### config.mk
export PLATFORM = sky130hd
export DESIGN_NAME = rv_lsu
export DESIGN_NICKNAME = d
export VERILOG_FILES = /design/src/rtl/rv_lsu.sv
export SDC_FILE = /design/constraint.sdc
export NUM_CORES = 1
export LEC_CHECK = 0
export CAP_MARGIN = 30
export CORE_ASPECT_RATIO = 0.9
export CORE_MARGIN = 8
export CORE_UTILIZATION = 49
export CTS_CLUSTER_SIZE = 20
export DETAILED_ROUTE_END_ITERATION = 7
export GPL_TIMING_DRIVEN = 0
export PLACE_DENSITY = 0.89
export SLEW_MARGIN = 20
export SYNTH_ARGS = -nofsm -noshare
export SYNTH_HDL_FRONTEND = slang
export SYNTH_SLANG_ARGS = --single-unit
### constraint.sdc
create_clock -name clk -period 12.9 [get_ports clk]
set_input_delay 1.935 -clock clk [delete_from_list [all_inputs] [get_ports clk]]
set_output_delay 1.935 -clock clk [all_outputs]
set_load 0.005 [all_outputs]
### src/rtl/rv_lsu.sv
// RV64 load/store unit: funct3/alignment check, lane-steered 8-byte bus requests, load extension.
// Latency accept->resp: error 1, store 2 + grant waits, load 3 + grant/rvalid waits; req_ready_o low while busy.
module rv_lsu #(
    parameter int XLEN = 64
) (
    input  logic            clk,
    input  logic            rst,
    input  logic            req_valid_i,
    input  logic            req_we_i,
    input  logic [2:0]      req_funct3_i,
    input  logic [XLEN-1:0] req_addr_i,
    input  logic [XLEN-1:0] req_wdata_i,
    output logic            req_ready_o,
    output logic            resp_valid_o,
    output logic [XLEN-1:0] resp_rdata_o,
    output logic            resp_err_o,
    output logic            mem_req_o,
    output logic            mem_we_o,
    output logic [XLEN-1:0] mem_addr_o,
    output logic [7:0]      mem_be_o,
    output logic [XLEN-1:0] mem_wdata_o,
    input  logic            mem_gnt_i,
    input  logic            mem_rvalid_i,
    input  logic [XLEN-1:0] mem_rdata_i
);

    typedef enum logic [1:0] {IDLE, REQ, WAIT} state_t;

    state_t          state;
    logic [2:0]      f3_q;
    logic [2:0]      off_q;

    logic [2:0]      off;
    logic            f3_bad;
    logic            misal;
    logic [7:0]      be_base;
    logic [XLEN-1:0] shifted;
    logic [XLEN-1:0] ld_ext;

    assign off         = req_addr_i[2:0];
    assign req_ready_o = (state == IDLE);
    assign f3_bad      = req_we_i ? req_funct3_i[2] : (req_funct3_i == 3'b111);

    // Size is funct3[1:0] for both loads and stores.
    always_comb begin
        misal   = 1'b0;
        be_base = 8'hFF;
        case (req_funct3_i[1:0])
            2'd0: begin misal = 1'b0;        be_base = 8'h01; end
            2'd1: begin misal = off[0];      be_base = 8'h03; end
            2'd2: begin misal = |off[1:0];   be_base = 8'h0F; end
            default: begin misal = |off;     be_base = 8'hFF; end
        endcase
    end

    assign shifted = mem_rdata_i >> {off_q, 3'b000};

    always_comb begin
        ld_ext = shifted;
        case (f3_q)
            3'b000:  ld_ext = {{(XLEN-8){shifted[7]}},   shifted[7:0]};
            3'b001:  ld_ext = {{(XLEN-16){shifted[15]}}, shifted[15:0]};
            3'b010:  ld_ext = {{(XLEN-32){shifted[31]}}, shifted[31:0]};
            3'b100:  ld_ext = {{(XLEN-8){1'b0}},         shifted[7:0]};
            3'b101:  ld_ext = {{(XLEN-16){1'b0}},        shifted[15:0]};
            3'b110:  ld_ext = {{(XLEN-32){1'b0}},        shifted[31:0]};
            default: ld_ext = shifted;
        endcase
    end

    always_ff @(posedge clk or posedge rst) begin
        if (rst) begin
            state        <= IDLE;
            f3_q         <= '0;
            off_q        <= '0;
            resp_valid_o <= 1'b0;
            resp_rdata_o <= '0;
            resp_err_o   <= 1'b0;
            mem_req_o    <= 1'b0;
            mem_we_o     <= 1'b0;
            mem_addr_o   <= '0;
            mem_be_o     <= '0;
            mem_wdata_o  <= '0;
        end else begin
            resp_valid_o <= 1'b0;
            resp_err_o   <= 1'b0;
            resp_rdata_o <= '0;
            case (state)
                IDLE: begin
                    if (req_valid_i) begin
                        if (f3_bad || misal) begin
                            resp_valid_o <= 1'b1;
                            resp_err_o   <= 1'b1;
                        end else begin
                            state       <= REQ;
                            f3_q        <= req_funct3_i;
                            off_q       <= off;
                            mem_req_o   <= 1'b1;
                            mem_we_o    <= req_we_i;
                            mem_addr_o  <= {req_addr_i[XLEN-1:3], 3'b000};
                            mem_be_o    <= be_base << off;
                            mem_wdata_o <= req_wdata_i << {off, 3'b000};
                        end
                    end
                end
                REQ: begin
                    if (mem_gnt_i) begin
                        mem_req_o <= 1'b0;
                        if (mem_we_o) begin
                            state        <= IDLE;
                            resp_valid_o <= 1'b1;
                        end else begin
                            state <= WAIT;
                        end
                    end
                end
                WAIT: begin
                    if (mem_rvalid_i) begin
                        state        <= IDLE;
                        resp_valid_o <= 1'b1;
                        resp_rdata_o <= ld_ext;
                    end
                end
                default: state <= IDLE;
            endcase
        end
    end

endmodule

# After elaboration in Yosys (flattened, before gate mapping)
# Index checks and enable logic that the tools add are counted.
[word_totals]
out_inout_bits = 205
ff_bits = 209
input_bits = 201
wordCells = 62
[classes]
reduce_logical = 10
bitwise_logic = 1
mux = 23
n_eq_ne = 14
n_shift = 3
[op_table]
columns = ["operator", "n"]
rows = [
  ["case mux 64 bit (6 select lines)", 1],
  ["2-to-1 mux 64 bit", 2],
  ["left shift 64 x 6 -> 64 bit", 1],
  ["right shift 64 x 6 -> 64 bit", 1],
  ["case mux 8 bit (3 select lines)", 1],
  ["equality test 3 bit, second input constant", 4],
  ["2-to-1 mux 1 bit", 10],
  ["2-to-1 mux 2 bit", 5],
  ["inequality test 2 bit, second input constant", 4],
  ["AND reduction 4 bit", 2],
  ["left shift 8 x 3 -> 8 bit", 1],
  ["case mux 1 bit (3 select lines)", 2],
  ["case mux 2 bit (3 select lines)", 1],
  ["equality test 2 x 1 -> 1 bit, second input constant", 2],
  ["equality test 2 bit, second input constant", 2],
  ["logical NOT 2 bit", 2],
  ["equality test 3 x 1 -> 1 bit, second input constant", 1],
  ["equality test 3 x 2 -> 1 bit, second input constant", 1],
  ["logical NOT 3 bit", 1],
  ["AND reduction 3 bit", 1],
  ["OR reduction 3 bit", 1],
  ["case mux 1 bit (2 select lines)", 1],
  ["nonzero test 2 bit", 1],
  ["OR reduction 2 bit", 1],
  ["other kinds (2)", 2],
]

# Logic depth before layout (Yosys ltp)
# Gate-level depths: netlist of run 1.
[logic_depth]
depth_word = 6
ltp_mapped = 8
ltp_nobuf = 4

# Worst setup path before layout of run 1
# Ideal clock, no wire load.
[synth_path]
path_kind = "input port to flip-flop"
startpoint = "in req_addr_i[2]"
endpoint = "reg mem_wdata_o[40]"
required_time_ns = 12.772
n_path_buf = 3
setup_ns = 0.128
arrival_time_ns = 3.630
cell_stages = 7
slack_ns = 9.143
path_cell_list = "clkbuf_1 -> a21o_1 -> a222oi_1 -> nand2_1 -> buf_4 -> buf_4 -> mux2_1"
[synth_between]
elab_chain_len = 5
word_cells_on_any_way = 6
cone_classes = "shift (1); mux (1); bitwise (1); reduce/logical (3)"
[synth_lines]
columns = ["item", "line", "text"]
rows = [
  ["from (decl)", "11", "input logic [XLEN-1:0] req_addr_i,"],
  ["parallel branches: the longest is 5 deep, another holds left shift 64 x 6 -> 64 bit", "n/a", ""],
  ["to (signal assigned)", "102", "mem_wdata_o <= req_wdata_i << {off, 3'b000};"],
  ["to (decl)", "21", "output logic [XLEN-1:0] mem_wdata_o,"],
]
# Several ways; the timed one is not identified.
# A chain may end at the register's enable or synchronous reset.

# Worst setup path after layout of run 1
[layout_path]
startpoint = "in req_addr_i[1]"
endpoint = "reg mem_wdata_o[35]"
[layout_between]
elab_chain_len = 5
word_cells_on_any_way = 7
cone_classes = "shift (1); mux (1); bitwise (1); reduce/logical (4)"
[layout_lines]
columns = ["item"]
rows = [
  ["parallel branches: the longest is 5 deep, another holds left shift 64 x 6 -> 64 bit"],
]
# Several ways; the timed one is not identified.

==> results.toml, run 1 <==
[worst_setup_path]
critical_path_class = "input port to register"
required_ns = 13.29
start_kind = "input port"
rrSetupSlack_ns = 9.97
crit_arrival_ns = 4.61
setup.worst_path.end_class = "register"
critPathMaxFanout = 10

[clocking]
clkTransAtPathRegs_ns = 0.06
clk_path_buf_depth = 3
htreeDepth = 1
clock_sinks = 209
post-cts-setup-buffers = 0
hold_buffers = 0
root_buffer = "clkbuf_16"
cts_resized = 0
clkLatencyLatePin_ns = 0.52
cts_tree = "done"
cts_buffers = 24

[floorplan]
row_count = 53
die_x_um = 177
start_util = 0.495
io_pins = 406
die_h_um = 161
fp.dieArea_sq_um = 28500
coreArea_sq_um = 23100

[global_routing]
grt_max_degree = 108
grt_pass1_wl_um = 67200
antenna_found_initial = 3
grt-ovfl-total = 0
grt_pass1_vias = 10900
track_usage = 0.304

[logic_synthesis]
synth-adder-area-share = 0.000875
synthMuxAreaShare = 0.311
synthSimpleGateAreaFrac = 0.0672
synth_top_family_by_area = "multiplexers"
yosysSeqAreaShare = 0.457
synth_edf_count = 0
avgSynthCellArea_sq_um = 11.7
ys_ff_latch = 209
ys_types = 49
synth_async_sr_flop_share = 1.00
synth_compound_area_frac = 0.118
syn_area_sq_um = 11400
synth_warnings = 0
synthXorXnorAreaFrac = 0
syn_inst = 977
ys_dominant_reg_cell = "dfrtp_1"

[timing]
slew_viol_final = 0
relSlewSlack = 0.391
period_needed_ns = 4.22
skew_ns = 0.0191
finalSetupTns_ns = 0
worstMarginPinSlew_ns = 0.913
hold_viol_final = 0
clock.fmax_mhz = 237
timing.final.crit_share = 0.327
rsz0062_at_grt = "false"
fin_ws_ns = 8.68
setup_viol = 0
holdWs_ns = 0.489

[detailed_routing]
dr.pass1.iters = 5
drt_iter0_markers = 932
drt_wl_total_um = 44400
via_per_inst = 6.02
dr_total_vias = 10400
drc = 0
ant_nets = 0
detail_route.wl_per_cell_um = 25.7

[placement]
place_inst = 1684
place_ws_ns = 8.21
hpwl_um = 34600
portBuffers = 399
gp_congestion = 1.02

[final_layout]
fin_nets = 1609
area_growth_pct = 45.6
final_cells = 1729
drive_above_1_share = 0.159

[status]
status = "finished, final reports clean"

[pwr]
leakage_nw = 7.09
pwr_density_cell_nw_per_um2 = 168
power_mw = 2.80
ir_drop_mv = 0.109

[flow_run]
maxCapViolCount = 0

[min_path]
hold_class = "register to register"
-- flip-flops by register name, summed over array words and instances (netlist names) --
name	cells
mem_addr_o	61
off_q	3
resp_rdata_o	64
mem_wdata_o	64
resp_err_o	1
mem_be_o	8
mem_we_o	1
mem_req_o	1
f3_q	3
state	2
resp_valid_o	1
-- path summary, 6_finish.rpt --
check | cells after the start | startpoint | endpoint
min reg2reg | 1 | mem_wdata_o[43] | mem_wdata_o[43]
max | 8 | req_addr_i[1] | mem_wdata_o[35]
max reg2reg | 7 | off_q[2] | resp_rdata_o[0]
min in group asynchronous | 2 | rst | mem_addr_o[26]
min | 1 | mem_wdata_o[43] | mem_wdata_o[43]
max in group asynchronous | 3 | rst | resp_rdata_o[59]
-- where the power goes --
group	switching (mW)	internal, mW
combinational	0.557	0.659
clock	0.271	0.392
sequential	0.0969	0.822
total	0.925	1.87
-- Yosys cell counts, drive strengths merged, types with 13 or more instances --
library cell | instances | area share
o21ai | 13 | 0.0057
mux4 | 47 | 0.092
mux2i | 60 | 0.052
buf | 41 | 0.021
o2bb2ai | 14 | 0.011
dfrtp | 209 | 0.46
inv | 21 | 0.0069
a31oi | 49 | 0.027
a211oi | 16 | 0.010
nor2 | 66 | 0.022
clkbuf | 54 | 0.018
mux2 | 169 | 0.17
a21oi | 50 | 0.022
nand2 | 59 | 0.019
-- layout by cell type, fill, tap and decap left out, types with 6 or more instances in the layout --
cell type,count
or2_2,10
nand2_1,59
buf_4,6
inv_1,20
a22o_1,8
nor2b_1,8
a21oi_1,50
o31a_1,6
o2bb2ai_1,14
buf_1,15
mux2i_1,60
clkbuf_1,58
clkdlybuf4s50_1,399
buf_6,6
nand2b_1,9
dfrtp_1,209
clkbuf_16,24
mux2_2,97
a21o_1,8
buf_2,17
o21ai_0,13
o32ai_1,8
mux4_2,47
a211oi_1,16
a31oi_1,49
nor2_1,66
mux2_1,72
a22oi_1,8
-- per-layer routing --
layer,wire length [um],GRT usage,vias up
li1,-,-,4478
met4,1860,0.122,0
met5,0,0,-
met3,4990,0.0828,118
met2,21100,0.489,690
met1,16500,0.383,5129
-- kinds of logic (layout without fill, tap and decap cells) --
family,Yosys count,count (layout)
buf+inv,117,562
other cells,1,6
flops,209,209
simple gates,174,174
mux,276,276
fa+ha+maj,1,1
compound gates,199,199
-- per-stage QoR --
stage,instance area (sq um),util
3_5_place_dp,15900,0.686
3_3_place_gp,15800,0.684
6_report,16700,0.720
5_1_grt,16700,0.720
2_1_floorplan,11500,-
4_1_cts,16700,0.720
-- critical path, stage by stage --
cell and delay [ns]:
clkdlybuf4s50_1 0.42, buf_2 0.19, clkinv_1 0.17, buf_1 0.53
clkbuf_1 0.62, mux2i_1 0.32, o21ai_0 0.10, mux2_1 0.30
-- layout make-up --
type,instances,area (sq um)
sequential,209,5230
inverter,22,90.1
clock buffer,34,688
buffer,95,440
timing repair buffer,403,4040
clock inverter,8,82.6
fill,1630,6480
antenna,3,7.51
tap,302,378
multi-input combinational,653,5710
Power figures use the tool's default switching activity.
==> run 2: changes to the inputs <==
- CORE_UTILIZATION: 49 -> 46
- PLACE_DENSITY: 0.89 -> 0.85
- clock period: 12.9 -> 4.13 ns (I/O delays scaled with it)
==> results.toml, run 2 (same netlist as run 1, synthesis figures left out) <==
[status]
status = "finished, final reports clean"

[timing]
worstMarginPinSlew_ns = 0.933
hold_viol_final = 0
slew_viol_final = 0
clock.fmax_mhz = 338
setup_viol = 0
holdWs_ns = 0.491
finalSetupTns_ns = 0
relSlewSlack = 0.375
rsz0062_at_grt = "false"
fin_ws_ns = 1.17
period_needed_ns = 2.96
timing.final.crit_share = 0.717
skew_ns = 0.0180

[placement]
place_ws_ns = 0.594
gp_congestion = 0.955
placed_area_sq_um = 16000
place_inst = 1693
portBuffers = 399
hpwl_um = 36500

[clocking]
root_buffer = "clkbuf_16"
htreeDepth = 1
clkLatencyLatePin_ns = 0.51
hold_buffers = 0
cts_tree = "done"
clock_sinks = 209
clkTransAtPathRegs_ns = 0.06
clk_path_buf_depth = 3
cts_buffers = 23
cts_resized = 0
post-cts-setup-buffers = 0

[floorplan]
start_util = 0.471
io_pins = 406
die_x_um = 182
row_count = 54
die_h_um = 166
coreArea_sq_um = 24300
fp.dieArea_sq_um = 30200

[worst_setup_path]
cp_top_family = "buffers and inverters"
cp.depth = 7
setup.worst_path.end_class = "register"
crit_chain = "clkdlybuf4s50_1 > a211o_1 > a222oi_1 > nand2_1 > buf_4 > buf_2 > mux2_1"
reg2regPathDepth = 7
endpoint = "mem_wdata_o[8]"
crit_start = "req_funct3_i[2]"
crit_buf_inv = 3
required_ns = 4.51
crit_arrival_ns = 3.35
critical_path_class = "input port to register"
slowest_stage = "a222oi_1"
r2r_start = "off_q[2]"
reg2reg_to = "resp_rdata_o[2]"
rrSetupSlack_ns = 1.26
critPathMaxFanout = 10
slowest_delay_ns = 0.62
start_kind = "input port"

[final_layout]
top_regs = "mem_wdata_o (64), resp_rdata_o (64), mem_addr_o (61)"
final_util = 0.692
fin_nets = 1612
area_growth_pct = 47.1
final_cells = 1735
drive_above_1_share = 0.161
stdcell_area_sq_um = 16800
final_cell_mix = "399 x clkdlybuf4s50_1, 209 x dfrtp_1, 97 x mux2_2"
final_common_cell = "clkdlybuf4s50_1"

[detailed_routing]
drt_wl_total_um = 46300
dr.pass1.iters = 6
dr_total_vias = 10300
via_per_inst = 5.96
drt_iter0_markers = 1067
ant_nets = 0
detail_route.wl_per_cell_um = 26.7
drc = 0

[pwr]
ir_drop_mv = 0.301
power_mw = 9.02
leakage_nw = 7.16
pwr_density_cell_nw_per_um2 = 536

[global_routing]
grt_pass1_wl_um = 70000
antenna_found_initial = 2
grt_max_degree = 37
track_usage = 0.300
grt-ovfl-total = 0
grt_pass1_vias = 11000

[flow_run]
maxCapViolCount = 0

[min_path]
hold_class = "register to register"
hold_depth = 1
-- run 2: changes by cell type in the layout (fill, tap and decap cells not counted), sizes merged, moves of 4 or more --
| cell | change |
|---|---|
| bufinv | +5 |
| buf | +4 |
| clkbuf | -4 |
| clkinv | -4 |
-- run 2: area by class of cell --
cell class,instances,area (sq um)
inverter,22,86.3
multi-input combinational,653,5710
antenna,2,5.00
sequential,209,5230
fill,1763,7490
timing repair buffer,407,4130
clock inverter,9,201
clock buffer,30,652
tap,308,385
buffer,95,440
-- run 2: worst reg2reg max path: cells and delay by family (launching register included) --
kind | cells | cell delay, ns
simple gates | 1 | 0.13
compound gates | 1 | 0.21
flops | 1 | 0.43
buf+inv | 5 | 2.03
-- run 2: how the worst min path moves through the flow --
stage | from | to | slack, ns
final | mem_wdata_o[7] | mem_wdata_o[7] | 0.49
after global routing | mem_addr_o[63] | mem_addr_o[63] | 0.51
after CTS | mem_wdata_o[7] | mem_wdata_o[7] | 0.49
after detailed placement | mem_wdata_o[7] | mem_wdata_o[7] | 0.48
after global placement | mem_wdata_o[7] | mem_wdata_o[7] | 0.47
after floorplan | mem_req_o | mem_req_o | 0.47
-- run 2: power by group --
group          internal (mW)  switching (mW)
combinational           2.07            1.75
sequential              2.57           0.300
clock                   1.48           0.848
-- run 2: metal layers --
layer / up-vias / track usage / wire [um]
li1: 4479 / - / -
met1: 5134 / 0.368 / 17700
met4: 0 / 0.105 / 1910
met2: 609 / 0.500 / 22200
met5: - / 0 / 0
met3: 110 / 0.0873 / 4570
==> RTL edit (settings of run 1) <==
The 3 states of `state_t` get a one-hot encoding in 3 bits.
--- a/src/rtl/rv_lsu.sv
+++ b/src/rtl/rv_lsu.sv
@@ -26,3 +26,3 @@
 
-    typedef enum logic [1:0] {IDLE, REQ, WAIT} state_t;
+    typedef enum logic [2:0] {IDLE = 3'b001, REQ = 3'b010, WAIT = 3'b100} state_t;
 
Function: same outputs for any inputs over 4 cycles, from zero or initial values and one cycle with rst high; so few cycles prove little.
==> RTL edit against run 1 <==
Utilization up 1.9 points. Hold slack worse by 8.2 ps. Clock power up 2%. Wire length up 6.7%. Non-clock buffer count down 1. Total power down 13%. Synthesized area down 5.1%. Largest cell class is now flip-flops and latches. Setup slack worse by 31 ps. Largest power group unchanged. Critical path type unchanged. Sequential cell count up 1. Cell area down 3.8%. Critical endpoint is now mem_wdata_o[27]$_DFFE_PP0P_.
==> RTL edit: results <==
<?xml version="1.0" encoding="UTF-8"?>
<metrics>
  <group name="min_path">
    <metric name="holdPathStages" unit="">2</metric>
    <metric name="hold_path_end" unit="">mem_be_o[1]$_DFFE_PP0P_</metric>
    <metric name="hold_path_startpoint" unit="">mem_be_o[1]$_DFFE_PP0P_</metric>
  </group>
  <group name="critical_path">
    <metric name="regToRegStartpoint" unit="">off_q[1]$_DFFE_PP0P_</metric>
    <metric name="reg2reg_setup_slack" unit="ps">10100</metric>
    <metric name="timing.critical_path.slowest_cell_delay" unit="ps">680</metric>
    <metric name="cpMaxStageDelayCell" unit="">a222oi_1</metric>
    <metric name="regToRegEndpoint" unit="">resp_rdata_o[43]$_DFF_PP0_</metric>
  </group>
  <group name="clock_tree">
    <metric name="cts_inserted_buffers" unit="">23</metric>
    <metric name="cts.reportedPaths.clkPinSlew" unit="ps">60</metric>
    <metric name="cts_resized" unit="">0</metric>
    <metric name="clk_latency" unit="ps">520</metric>
  </group>
  <group name="global_route">
    <metric name="grt_pass1_vias" unit="">11250</metric>
    <metric name="grt_start_max_net_pins" unit="">107</metric>
    <metric name="grt_first_pass_wirelength" unit="um">70780</metric>
    <metric name="grt_antenna_before_repair" unit="">1</metric>
    <metric name="grt_util_all_layers" unit="">0.3380</metric>
  </group>
  <group name="route">
    <metric name="routed_wire_length_per_instance" unit="um">26.42</metric>
    <metric name="first_pass_iters" unit="">7</metric>
    <metric name="routed_via_density" unit="">5.948</metric>
    <metric name="detailedRoute.firstIterationViolations" unit="">1137</metric>
  </group>
  <group name="pwr">
    <metric name="static-leakage-power" unit="uW">0.006818</metric>
    <metric name="ir_worst_vdd" unit="V">0.0001231</metric>
  </group>
  <group name="status">
    <metric name="outcome" unit="">completed</metric>
  </group>
  <group name="timing">
    <metric name="fin_skew" unit="ps">17.80</metric>
    <metric name="tightestPinTransition" unit="ps">895.7</metric>
    <metric name="whs" unit="ps">481.1</metric>
  </group>
  <group name="placed_design">
    <metric name="detailedPlacementHpwl" unit="um">37560</metric>
    <metric name="gpl.final_weighted_congestion" unit="">1.001</metric>
  </group>
  <group name="synthesis">
    <metric name="post_synth_num_cell_types" unit="">50</metric>
    <metric name="synth.yosys.seq_area_share" unit="">0.4838</metric>
    <metric name="ys_top_cells_by_area" unit="">dfrtp_1 (48%), mux2_2 (12%), mux2i_1 (6.5%)</metric>
    <metric name="synth.cells.most_frequent" unit="">dfrtp_1 (209), nand2_1 (121), mux2_2 (120)</metric>
  </group>
  <group name="finish">
    <metric name="final_net_count" unit="">1689</metric>
    <metric name="post_route_cells_drive_above_1_share" unit="">0.1378</metric>
    <metric name="antenna_cells" unit="">0</metric>
  </group>
</metrics>
-- RTL edit: cell types whose count changed after synthesis, moves of 23 or more --
cell / run 1 / this run
nor2_1: 66 / 94
o21ai_0: 13 / 83
a31oi_1: 49 / 9
a21oi_1: 50 / 85
mux2_2: 97 / 120
o31ai_1: 0 / 27
mux2_1: 72 / 0
mux4_2: 47 / 9
nand2_1: 59 / 121
-- RTL edit: cells by family (layout without fill, tap and decap cells) --
group | count (synthesis) | count (layout) | synth area share
AND/OR/NAND/NOR | 264 | 264 | 0.1022
AO/OA/AOI/OAI | 281 | 281 | 0.1619
other | 1 | 3 | 0.0003452
buffers and inverters | 104 | 544 | 0.04330
multiplexers | 200 | 200 | 0.2085
flip-flops | 210 | 210 | 0.4838
-- RTL edit: per-stage QoR --
stage	std cells	setup WS (ps)	total power (uW)	cell area, um2	utilization
global route	1793	8554	2528	16040	0.7391
detailed placement	1753	8181	1743	15270	0.7038
finish	1793	8645	2425	16040	0.7391
CTS	1792	8697	2421	16030	0.7389
global placement	1752	2719	1724	15230	0.7020
floorplan	1062	5229	1264	10870	-
-- RTL edit: layer usage --
metal / vias to the layer above / global-route usage / wire length [um]
li1: 4639 / - / -
met1: 5218 / 0.3977 / 17800
met2: 690 / 0.5903 / 23180
met3: 115 / 0.08285 / 4392
met4: 2 / 0.1345 / 1978
met5: - / 0 / 13
-- RTL edit: cell type report --
class	count	area, um2
Fill cell	1557	5660
Tap cell	291	364.1
Buffer	96	440.4
Timing Repair Buffer	401	4026
Multi-Input combinational cell	748	5150
Inverter	8	37.54
Clock inverter	8	125.1
Sequential cell	210	5256
Clock buffer	31	635.6
-- RTL edit: power breakdown --
group          total (uW)  switching [uW]  internal, uW
Combinational         900             435           465
Clock                 676             271           405
Sequential            850            73.4           776
Total                2420             779          1650
-- RTL edit: worst reg2reg max path, cell delays in order, from the launching register on --
cell and delay (ps):
dfrtp_1 380, nand2b_1 110, clkbuf_1 400, nor3b_1 130, a211o_1 320, a32oi_1 690
clkbuf_1 430, a21oi_1 200
-- RTL edit: how the worst max path moves through the flow --
stage	from	endpoint	slack (ps)	cells after the start
final	req_funct3_i[0]	mem_wdata_o[27]$_DFFE_PP0P_	8640	9
after global routing	req_funct3_i[0]	mem_wdata_o[29]$_DFFE_PP0P_	8550	9
after CTS	req_funct3_i[0]	mem_wdata_o[28]$_DFFE_PP0P_	8700	9
after detailed placement	req_funct3_i[0]	mem_wdata_o[27]$_DFFE_PP0P_	8180	9
after global placement	rst	mem_wdata_o[58]$_DFFE_PP0P_	2720	2
after floorplan	rst	f3_q[0]$_DFFE_PP0P_	5230	1
